### src/rtl/pong_frame_ctrl_if.sv
`default_nettype none
// pong_frame_ctrl_if: groups the frame tick, paddle pixel stream, sequencer state
// and VGA plot bus around the Pong frame controller.
interface pong_frame_ctrl_if;
   logic       frame_tick;
   logic [7:0] pad_x;
   logic [6:0] pad_y;
   logic [2:0] state;
   logic [7:0] vga_x;
   logic [6:0] vga_y;
   logic [2:0] colour;
   logic       plot;
   logic       frame_done;

   modport master (
      input  frame_tick, pad_x, pad_y,
      output state, vga_x, vga_y, colour, plot, frame_done
   );

   modport slave (
      output frame_tick, pad_x, pad_y,
      input  state, vga_x, vga_y, colour, plot, frame_done
   );
endinterface
`default_nettype wire

### src/rtl/pong_frame_ctrl.sv
`default_nettype none
// pong_frame_ctrl: Pong drawing sequencer. Clears the screen once, then runs paddle
// draw and erase passes on alternate frame ticks, muxing pixels onto the VGA plot bus.
module pong_frame_ctrl #(
   parameter int         SCREEN_W           = 160,
   parameter int         SCREEN_H           = 120,
   parameter int         BORDER_Y           = 30,
   parameter int         PADDLE_PASS_CYCLES = 43,
   parameter logic [2:0] FG_COLOUR          = 3'b111,
   parameter logic [2:0] BG_COLOUR          = 3'b000
) (
   input  logic              clk,
   input  logic              resetn,
   pong_frame_ctrl_if.master bus
);

   typedef enum logic [2:0] {
      S_INIT   = 3'd0,
      S_CLEAR  = 3'd1,
      S_RUN    = 3'd2,
      S_PADDLE = 3'd4,
      S_HOLD   = 3'd5
   } state_t;

   localparam logic [7:0] X_LAST    = 8'(SCREEN_W - 1);
   localparam logic [6:0] Y_LAST    = 7'(SCREEN_H - 1);
   localparam logic [6:0] Y_BORDER  = 7'(BORDER_Y);
   localparam logic [5:0] PASS_LAST = 6'(PADDLE_PASS_CYCLES - 1);

   // Raw bits rather than the enum type so the unused codes 3/6/7 stay representable.
   logic [2:0] state_q;
   logic [7:0] x_q;
   logic [6:0] y_q;
   logic [5:0] pass_q;
   logic       draw_q;
   logic       frame_done_q;

   always_ff @(posedge clk or negedge resetn) begin
      if (!resetn) begin
         state_q      <= S_INIT;
         x_q          <= 8'd0;
         y_q          <= 7'd0;
         pass_q       <= 6'd0;
         draw_q       <= 1'b0;
         frame_done_q <= 1'b0;
      end else begin
         frame_done_q <= 1'b0;
         case (state_q)
            S_INIT: begin
               state_q <= S_CLEAR;
               x_q     <= 8'd0;
               y_q     <= 7'd0;
            end
            S_CLEAR: begin
               if (x_q == X_LAST) begin
                  x_q <= 8'd0;
                  if (y_q == Y_LAST) begin
                     y_q     <= 7'd0;
                     state_q <= S_RUN;
                  end else begin
                     y_q <= y_q + 7'd1;
                  end
               end else begin
                  x_q <= x_q + 8'd1;
               end
            end
            S_RUN: begin
               if (bus.frame_tick) begin
                  state_q <= S_PADDLE;
                  draw_q  <= 1'b1;
                  pass_q  <= 6'd0;
               end
            end
            S_PADDLE: begin
               if (pass_q == PASS_LAST) begin
                  pass_q <= 6'd0;
                  if (draw_q) begin
                     state_q      <= S_HOLD;
                     frame_done_q <= 1'b1;
                  end else begin
                     state_q <= S_RUN;
                  end
               end else begin
                  pass_q <= pass_q + 6'd1;
               end
            end
            S_HOLD: begin
               if (bus.frame_tick) begin
                  state_q <= S_PADDLE;
                  draw_q  <= 1'b0;
                  pass_q  <= 6'd0;
               end
            end
            default: state_q <= S_INIT;
         endcase
      end
   end

   logic       plot;
   logic [7:0] vga_x;
   logic [6:0] vga_y;
   logic [2:0] colour;

   // Pass cycle 0 is skipped because the paddle block needs a cycle to fill its pipeline.
   always_comb begin
      plot   = 1'b0;
      vga_x  = 8'd0;
      vga_y  = 7'd0;
      colour = BG_COLOUR;
      case (state_q)
         S_CLEAR: begin
            plot   = 1'b1;
            vga_x  = x_q;
            vga_y  = y_q;
            colour = (y_q == Y_BORDER) ? FG_COLOUR : BG_COLOUR;
         end
         S_PADDLE: begin
            colour = draw_q ? FG_COLOUR : BG_COLOUR;
            if (pass_q != 6'd0) begin
               plot  = 1'b1;
               vga_x = bus.pad_x;
               vga_y = bus.pad_y;
            end
         end
         default: ;
      endcase
   end

   assign bus.state      = state_q;
   assign bus.plot       = plot;
   assign bus.vga_x      = vga_x;
   assign bus.vga_y      = vga_y;
   assign bus.colour     = colour;
   assign bus.frame_done = frame_done_q;

endmodule
`default_nettype wire

### src/flat_wrapper.sv
// flat-port wrapper written by rule: the top's interface ports become plain ports
module pong_frame_ctrl_flat 
#(
   parameter int         SCREEN_W           = 160,
   parameter int         SCREEN_H           = 120,
   parameter int         BORDER_Y           = 30,
   parameter int         PADDLE_PASS_CYCLES = 43,
   parameter logic [2:0] FG_COLOUR          = 3'b111,
   parameter logic [2:0] BG_COLOUR          = 3'b000
)
  (clk, resetn, bus_frame_tick, bus_pad_x, bus_pad_y, bus_state, bus_vga_x, bus_vga_y, bus_colour, bus_plot, bus_frame_done);
  pong_frame_ctrl_if bus_i ();
  input  logic clk;
  input  logic resetn;
  input wire logic [$bits(bus_i.frame_tick)-1:0] bus_frame_tick;
  input wire logic [$bits(bus_i.pad_x)-1:0] bus_pad_x;
  input wire logic [$bits(bus_i.pad_y)-1:0] bus_pad_y;
  output wire logic [$bits(bus_i.state)-1:0] bus_state;
  output wire logic [$bits(bus_i.vga_x)-1:0] bus_vga_x;
  output wire logic [$bits(bus_i.vga_y)-1:0] bus_vga_y;
  output wire logic [$bits(bus_i.colour)-1:0] bus_colour;
  output wire logic [$bits(bus_i.plot)-1:0] bus_plot;
  output wire logic [$bits(bus_i.frame_done)-1:0] bus_frame_done;
  assign bus_i.frame_tick = bus_frame_tick;
  assign bus_i.pad_x = bus_pad_x;
  assign bus_i.pad_y = bus_pad_y;
  assign bus_state = bus_i.state;
  assign bus_vga_x = bus_i.vga_x;
  assign bus_vga_y = bus_i.vga_y;
  assign bus_colour = bus_i.colour;
  assign bus_plot = bus_i.plot;
  assign bus_frame_done = bus_i.frame_done;
  pong_frame_ctrl #(.SCREEN_W(SCREEN_W), .SCREEN_H(SCREEN_H), .BORDER_Y(BORDER_Y), .PADDLE_PASS_CYCLES(PADDLE_PASS_CYCLES), .FG_COLOUR(FG_COLOUR), .BG_COLOUR(BG_COLOUR)) u_core (.clk(clk), .resetn(resetn), .bus(bus_i));
endmodule
### config.mk
export PLATFORM = sky130hd
export DESIGN_NAME = pong_frame_ctrl_flat
export DESIGN_NICKNAME = d
export VERILOG_FILES = /design/src/rtl/pong_frame_ctrl_if.sv /design/src/rtl/pong_frame_ctrl.sv /design/src/flat_wrapper.sv
export SDC_FILE = /design/constraint.sdc
export NUM_CORES = 1
export LEC_CHECK = 0
export ABC_CLOCK_PERIOD_IN_PS = 2450
export CAP_MARGIN = 10
export CORE_ASPECT_RATIO = 0.9
export CORE_MARGIN = 3
export CORE_UTILIZATION = 50
export DETAILED_ROUTE_END_ITERATION = 10
export GPL_TIMING_DRIVEN = 1
export MAX_ROUTING_LAYER = met4
export PLACE_DENSITY = 0.8
export SLEW_MARGIN = 15
export SYNTH_ARGS = -nofsm -noshare
export SYNTH_HDL_FRONTEND = slang
export SYNTH_SLANG_ARGS = --single-unit
### constraint.sdc
create_clock -name clk -period 2.45 [get_ports clk]
set_input_delay 0.49 -clock clk [delete_from_list [all_inputs] [get_ports clk]]
set_output_delay 0.49 -clock clk [all_outputs]
set_load 0.1 [all_outputs]
Yosys cells after proc, flatten, opt, wreduce, memory -nomap -nowiden. Cells that the tools add are included. Widths: inputs -> output; s select.

Add/sub/neg operators: 3. $mul: 0. Divide/modulo/power cells: 0. Order comparisons: 0. Equal/unequal tests: 14. Shifts and indexed selects: 0. Multiplexer cells: 29. Bitwise gates (word level): 0. Reduce and logical (&&, ||, !) cells: 10.

Operator list (count): $pmux 8 s2 (2); $pmux 7 s2 (2); $mux 3 (7); $mux 7 (3); $mux 8 (2); $mux 6 (2); $pmux 3 s4 (1); $pmux 6 s2 (1); $add 8x1->8 const B (1); $eq 8x8->1 const B (1); $ne 2x1->1 const B (4); $add 7x1->7 const B (1); $eq 7x5->1 const B (1); $eq 7x7->1 const B (1); $add 6x1->6 const B (1); $eq 3x3->1 const B (2); $eq 6x6->1 const B (1); $mux 1 (6); $pmux 3 s2 (1); $reduce_bool 2->1 (3); $reduce_bool 6->1 (1); $ne 2x2->1 const B (2); $pmux 1 s2 (2); $reduce_and 2->1 (2); other kinds (6) (6).

Bits in registers: 26. Bits in latches: 0. Bits in writable memories: 0. Memory bits (read-only): 0. Bits of input ports: 18. Output and inout bits: 23. Word-level logic and storage cells: 62. Memories kept: 0.

Longest topological paths before layout. Gate-level depths: netlist of run 1.

Word-level depth: 4. Gate-level depth with buffers: 6. Depth with buffers taken out: 5.

Worst setup path before layout of run 1. OpenSTA, ideal clock, no wires.

Path type: register -> output. Start point: register u_core.state_q[0] (netlist: u_core.bus.state[0]). End point: output port bus_colour[1]. Data arrival time: 4.182 ns. Data required time: 1.960 ns. Slack: -2.222 ns. Cell stages (with the launch flop): 6. Buffers on the path: 1. Cells stage by stage: dfrtp_1 inv_2 or4_1 or4b_1 a21oi_1 buf_4.

Word-level cells in the longest chain between the ends: 2. Elaborated cells between the ends (all ways): 3. Classes of those cells: 2 x eq/ne; 1 x mux.

RTL lines: start: declaration (RTL line pong_frame_ctrl.sv:31) `logic [2:0] state_q;`; start signal: assignment (RTL line pong_frame_ctrl.sv:40) `state_q <= S_INIT;`; start signal: assignment (RTL line pong_frame_ctrl.sv:50) `state_q <= S_CLEAR;`; start signal: assignment (RTL line pong_frame_ctrl.sv:59) `state_q <= S_RUN;`; $eq 3x3->1 or $eq 3x1->1 (tied branches) (RTL line pong_frame_ctrl.sv:110) `case (state_q)`; $pmux 3 s2 (*) (RTL line pong_frame_ctrl.sv:110); end: declaration (RTL line flat_wrapper.sv:21) `output wire logic [$bits(bus_i.colour)-1:0] bus_colour;`.

Every way passes the cells marked *; elsewhere a longest branch is shown, timed or not.

Final worst setup path of run 1.
Start point: register u_core.y_q[2]. End point: output port bus_colour[1].

Word-level cells in the longest chain between the ends: 3.

RTL lines: start: declaration (RTL line pong_frame_ctrl.sv:33) `logic [6:0] y_q;`; start signal: assignment (RTL line pong_frame_ctrl.sv:61) `y_q <= y_q + 7'd1;`; $eq 7x5->1 (RTL line pong_frame_ctrl.sv:115) `colour = (y_q == Y_BORDER) ? FG_COLOUR : BG_COLOUR;`; $mux 3 (RTL line pong_frame_ctrl.sv:115); $pmux 3 s2 (RTL line pong_frame_ctrl.sv:110).

Every way passes these cells.

==> results of run 1 <==
==> worst max-delay path by stage <==
stage,to,slack (ps),cells after the start
final,bus_colour[1],-280,5
after detailed placement,bus_colour[1],40,5
after floorplan,bus_colour[1],-590,5
after global placement,bus_colour[1],70,5
after global routing,bus_colour[2],-340,5
after CTS,bus_colour[1],-270,5
==> cells in the mapped netlist, types with 2 or more instances <==
cell / number
a21oi_1: 10
a22o_1: 14
a31oi_1: 3
and4_1: 2
buf_2: 2
buf_4: 3
buf_6: 2
clkbuf_1: 5
dfrtp_1: 26
ha_1: 6
inv_1: 6
mux2i_1: 3
nand2_1: 30
nand3_1: 9
nand4_1: 3
nor2_1: 12
nor2b_1: 3
nor3_1: 3
nor4_1: 2
o21ai_0: 16
o41ai_1: 2
or2_2: 2
or3_1: 5
or4_1: 3
==> worst register-to-register path: stages (launching register included) <==
cell,delay [ps]
dfrtp_4,420
buf_4,220
nor3b_2,190
buf_4,310
o21ai_0,320
or3_1,430
o21ai_0,90
==> power breakdown <==
part           internal (uW)  switching, uW
clock network            144            145
logic                    918           1600
registers                501           99.0
total                   1560           1840
==> state kept, by name, indices dropped and copies added, names as in the netlist <==
| register | cells |
|---|---|
| u_core.bus.frame_done | 1 |
| u_core.bus.state | 3 |
| u_core.pass_q | 6 |
| u_core.y_q | 7 |
| u_core.draw_q | 1 |
| u_core.x_q | 8 |
==> through the flow <==
step           setup slack (ps)  area, um^2
3_3_place_gp               73.3        2530
2_1_floorplan              -588        1920
5_1_grt                    -345        2670
3_5_place_dp               37.3        2530
4_1_cts                    -274        2610
6_report                   -278        2670
==> kinds of logic after synthesis <==
group                      after synthesis  share of synthesized area (%)
and+or+nand+nor                         87                           26.0
AOI/OAI and AO/OA                       60                           23.6
DFF                                     26                           36.7
buffers and inverters                   21                           6.70
adders and majority gates                6                           4.23
muxes                                    4                           2.33
xor gates and xnor gates                 1                          0.494
==> cell type report <==
type / instances / area [um^2]
Multi-Input combinational cell: 158 / 1140
Timing Repair Buffer: 59 / 731
Sequential cell: 26 / 659
Fill cell: 211 / 564
Clock buffer: 4 / 55.1
Tap cell: 42 / 52.6
Inverter: 7 / 26.3
==> repair_timing <==
action	in CTS	in global routing
buffers inserted	2	4
resized for setup	2	8
cloned	0	1
setup endpoints to repair	6	17
==> per-layer routing <==
metal / vias up / share of wire, %
li1: 860 / -
met1: 902 / 42
met2: 99 / 50
met3: 14 / 6.5
met4: 0 / 1.5
met5: - / 0
==> results by group, run 1 <==
Status
  • Status: complete, but fails checks
  • Failing checks: setup timing

Worst setup path
  • Req. time, crit path: 1960 ps
  • Crit-path slowest cell: or4_4
  • Critical path class: reg -> out
  • Crit path from: u_core.y_q[2]$_DFFE_PN0P_
  • Crit Path Max Fanout: 3
  • Depth of the worst register-to-register path: 6
  • Reg2reg start: u_core.bus.state[0]$_DFFE_PN0P_
  • Reg2reg setup slack: 390 ps
  • Type of origin of the critical path: flop
  • Reg2reg end: u_core.x_q[3]$_DFFE_PN0P_
  • Sequence of cells on the critical path: nand2_2, or4_4, or4b_4, a21oi_4, buf_12
  • Endpoint class of the critical path: output pin
  • Max stage delay on crit path: 530 ps
  • Buffers & Inverters on Critical Path: 1
  • CP arrival: 2240 ps
  • Delay-heaviest family, CP: simple AND/OR/NAND/NOR gates

Placement
  • Hpwl dp: 3670 um
  • # placed instances: 285
  • Global placement routability congestion: 0.936
  • Buffers on Ports: 40

Timing
  • Setup TNS: -833 ps
  • Final Hold Vio Count: 0
  • PnR worst setup slack: -278 ps
  • Relative slew slack: 60.9%
  • Slew at the pin with the worst max-slew slack: 581 ps
  • RSZ-0062 raised after global routing: yes
  • Maximum clock rate: 367 MHz
  • Post-route clock period utilization: 111%
  • Final setup vio count: 3
  • Period minus WS final: 2730 ps
  • Fin Clk Skew: 6.49 ps
  • Final hold slack: 569 ps
  • Final Max Slew Viols: 0

Detailed routing
  • DRT iter0 DRCs: 166
  • Total routed wirelength: 5310 um
  • Drc violations: 0
  • DRT antenna net count: 0
  • DR WL/cell: 17.9 um
  • Vias per cell: 6.33
  • Drt first pass iters: 6
  • Routed via count: 1875

Logic synthesis
  • Post-synth EDFFs: 0
  • Library cells used by synthesis: 57
  • Mapped Cells: 205
  • FFs w/ async S/R, synth: 100%
  • Ys Warns: 0
  • Synth area leader: dfrtp_1
  • Most area-consuming cells after synthesis: dfrtp_1, a22o_1, nand2_1
  • Post-Syn Area: 1770 um^2
  • Avg Inst Size Synth: 8.65 um^2
  • Top_reg_cell synth: dfrtp_1
  • Syn_nets: 229
  • Post-synthesis sequential area ratio: 36.7%
  • Share of the synthesized area in the top cell type: 36.7%
  • Flip-flop and latch count after synthesis: 26

Global route
  • GRT busiest layer: met2
  • Wire length of the first global-routing pass: 8340 um
  • Total GRT Usage: 25.7%
  • Largest net degree at the start of global routing: 27
  • Vias in the first global route: 1727
  • Initial antenna violation count: 0
  • Met3 usage: 4.86%
  • M2 GR Usage: 38.5%
  • Grt total ovfl: 0
  • Met1 Use GR: 35.0%

Clock tree
  • Clock root cell: clkbuf_8
  • CTS tree: done
  • Clock buffer depth: 2
  • H-Tree Depth: 1
  • # clock sinks: 26
  • Clk slew on worst S/H paths: 100 ps
  • Clock Latency Late Sink: 280 ps
  • Total CTS buffers: 3
  • CTS hold repair buffers: 0

Die
  • Core footprint: 3230 um^2
  • Die H: 62.5 um
  • Initial Util: 54.9%
  • # IOs: 41
  • Num rows: 19
  • Die area: 4300 um^2
  • Chip width: 68.8 um

Min path
  • Worst Hold Path Cells: 1
  • HP Start: u_core.pass_q[0]$_DFFE_PN0P_
  • Hold Path End: u_core.pass_q[0]$_DFFE_PN0P_
  • Worst Hold Class: reg -> reg

Power and ir drop
  • Total Power: 3410 uW
  • Leakage: 0.00114 uW
  • VDD IR max: 0.937 mV
  • Cell Pwr Density: 1280 nW/um^2

Final layout
  • Post-layout util: 82.5%
  • Commonest non-fill, non-tap cells in the layout: nand2_1, buf_4, dfrtp_1, buf_12, clkdlybuf4s50_1
  • Nets: 279
  • Most common cell after layout, fill and taps aside: nand2_1
  • # diodes: 0
  • Layout overhead on the synthesized area: 50.4%
  • Share of post-route cells with drive strength above 1: 31.5%
  • Non-Filler Instances: 296

Job
  • Max Cap Viol: 0
(Power assumes the default switching activity.)
==> inputs of run 2 (changes only) <==
CTS_CLUSTER_SIZE = 8   (was unset)
==> results of run 2 <==
Same layout as run 1: the final DEF is identical, and so are final timing and power.
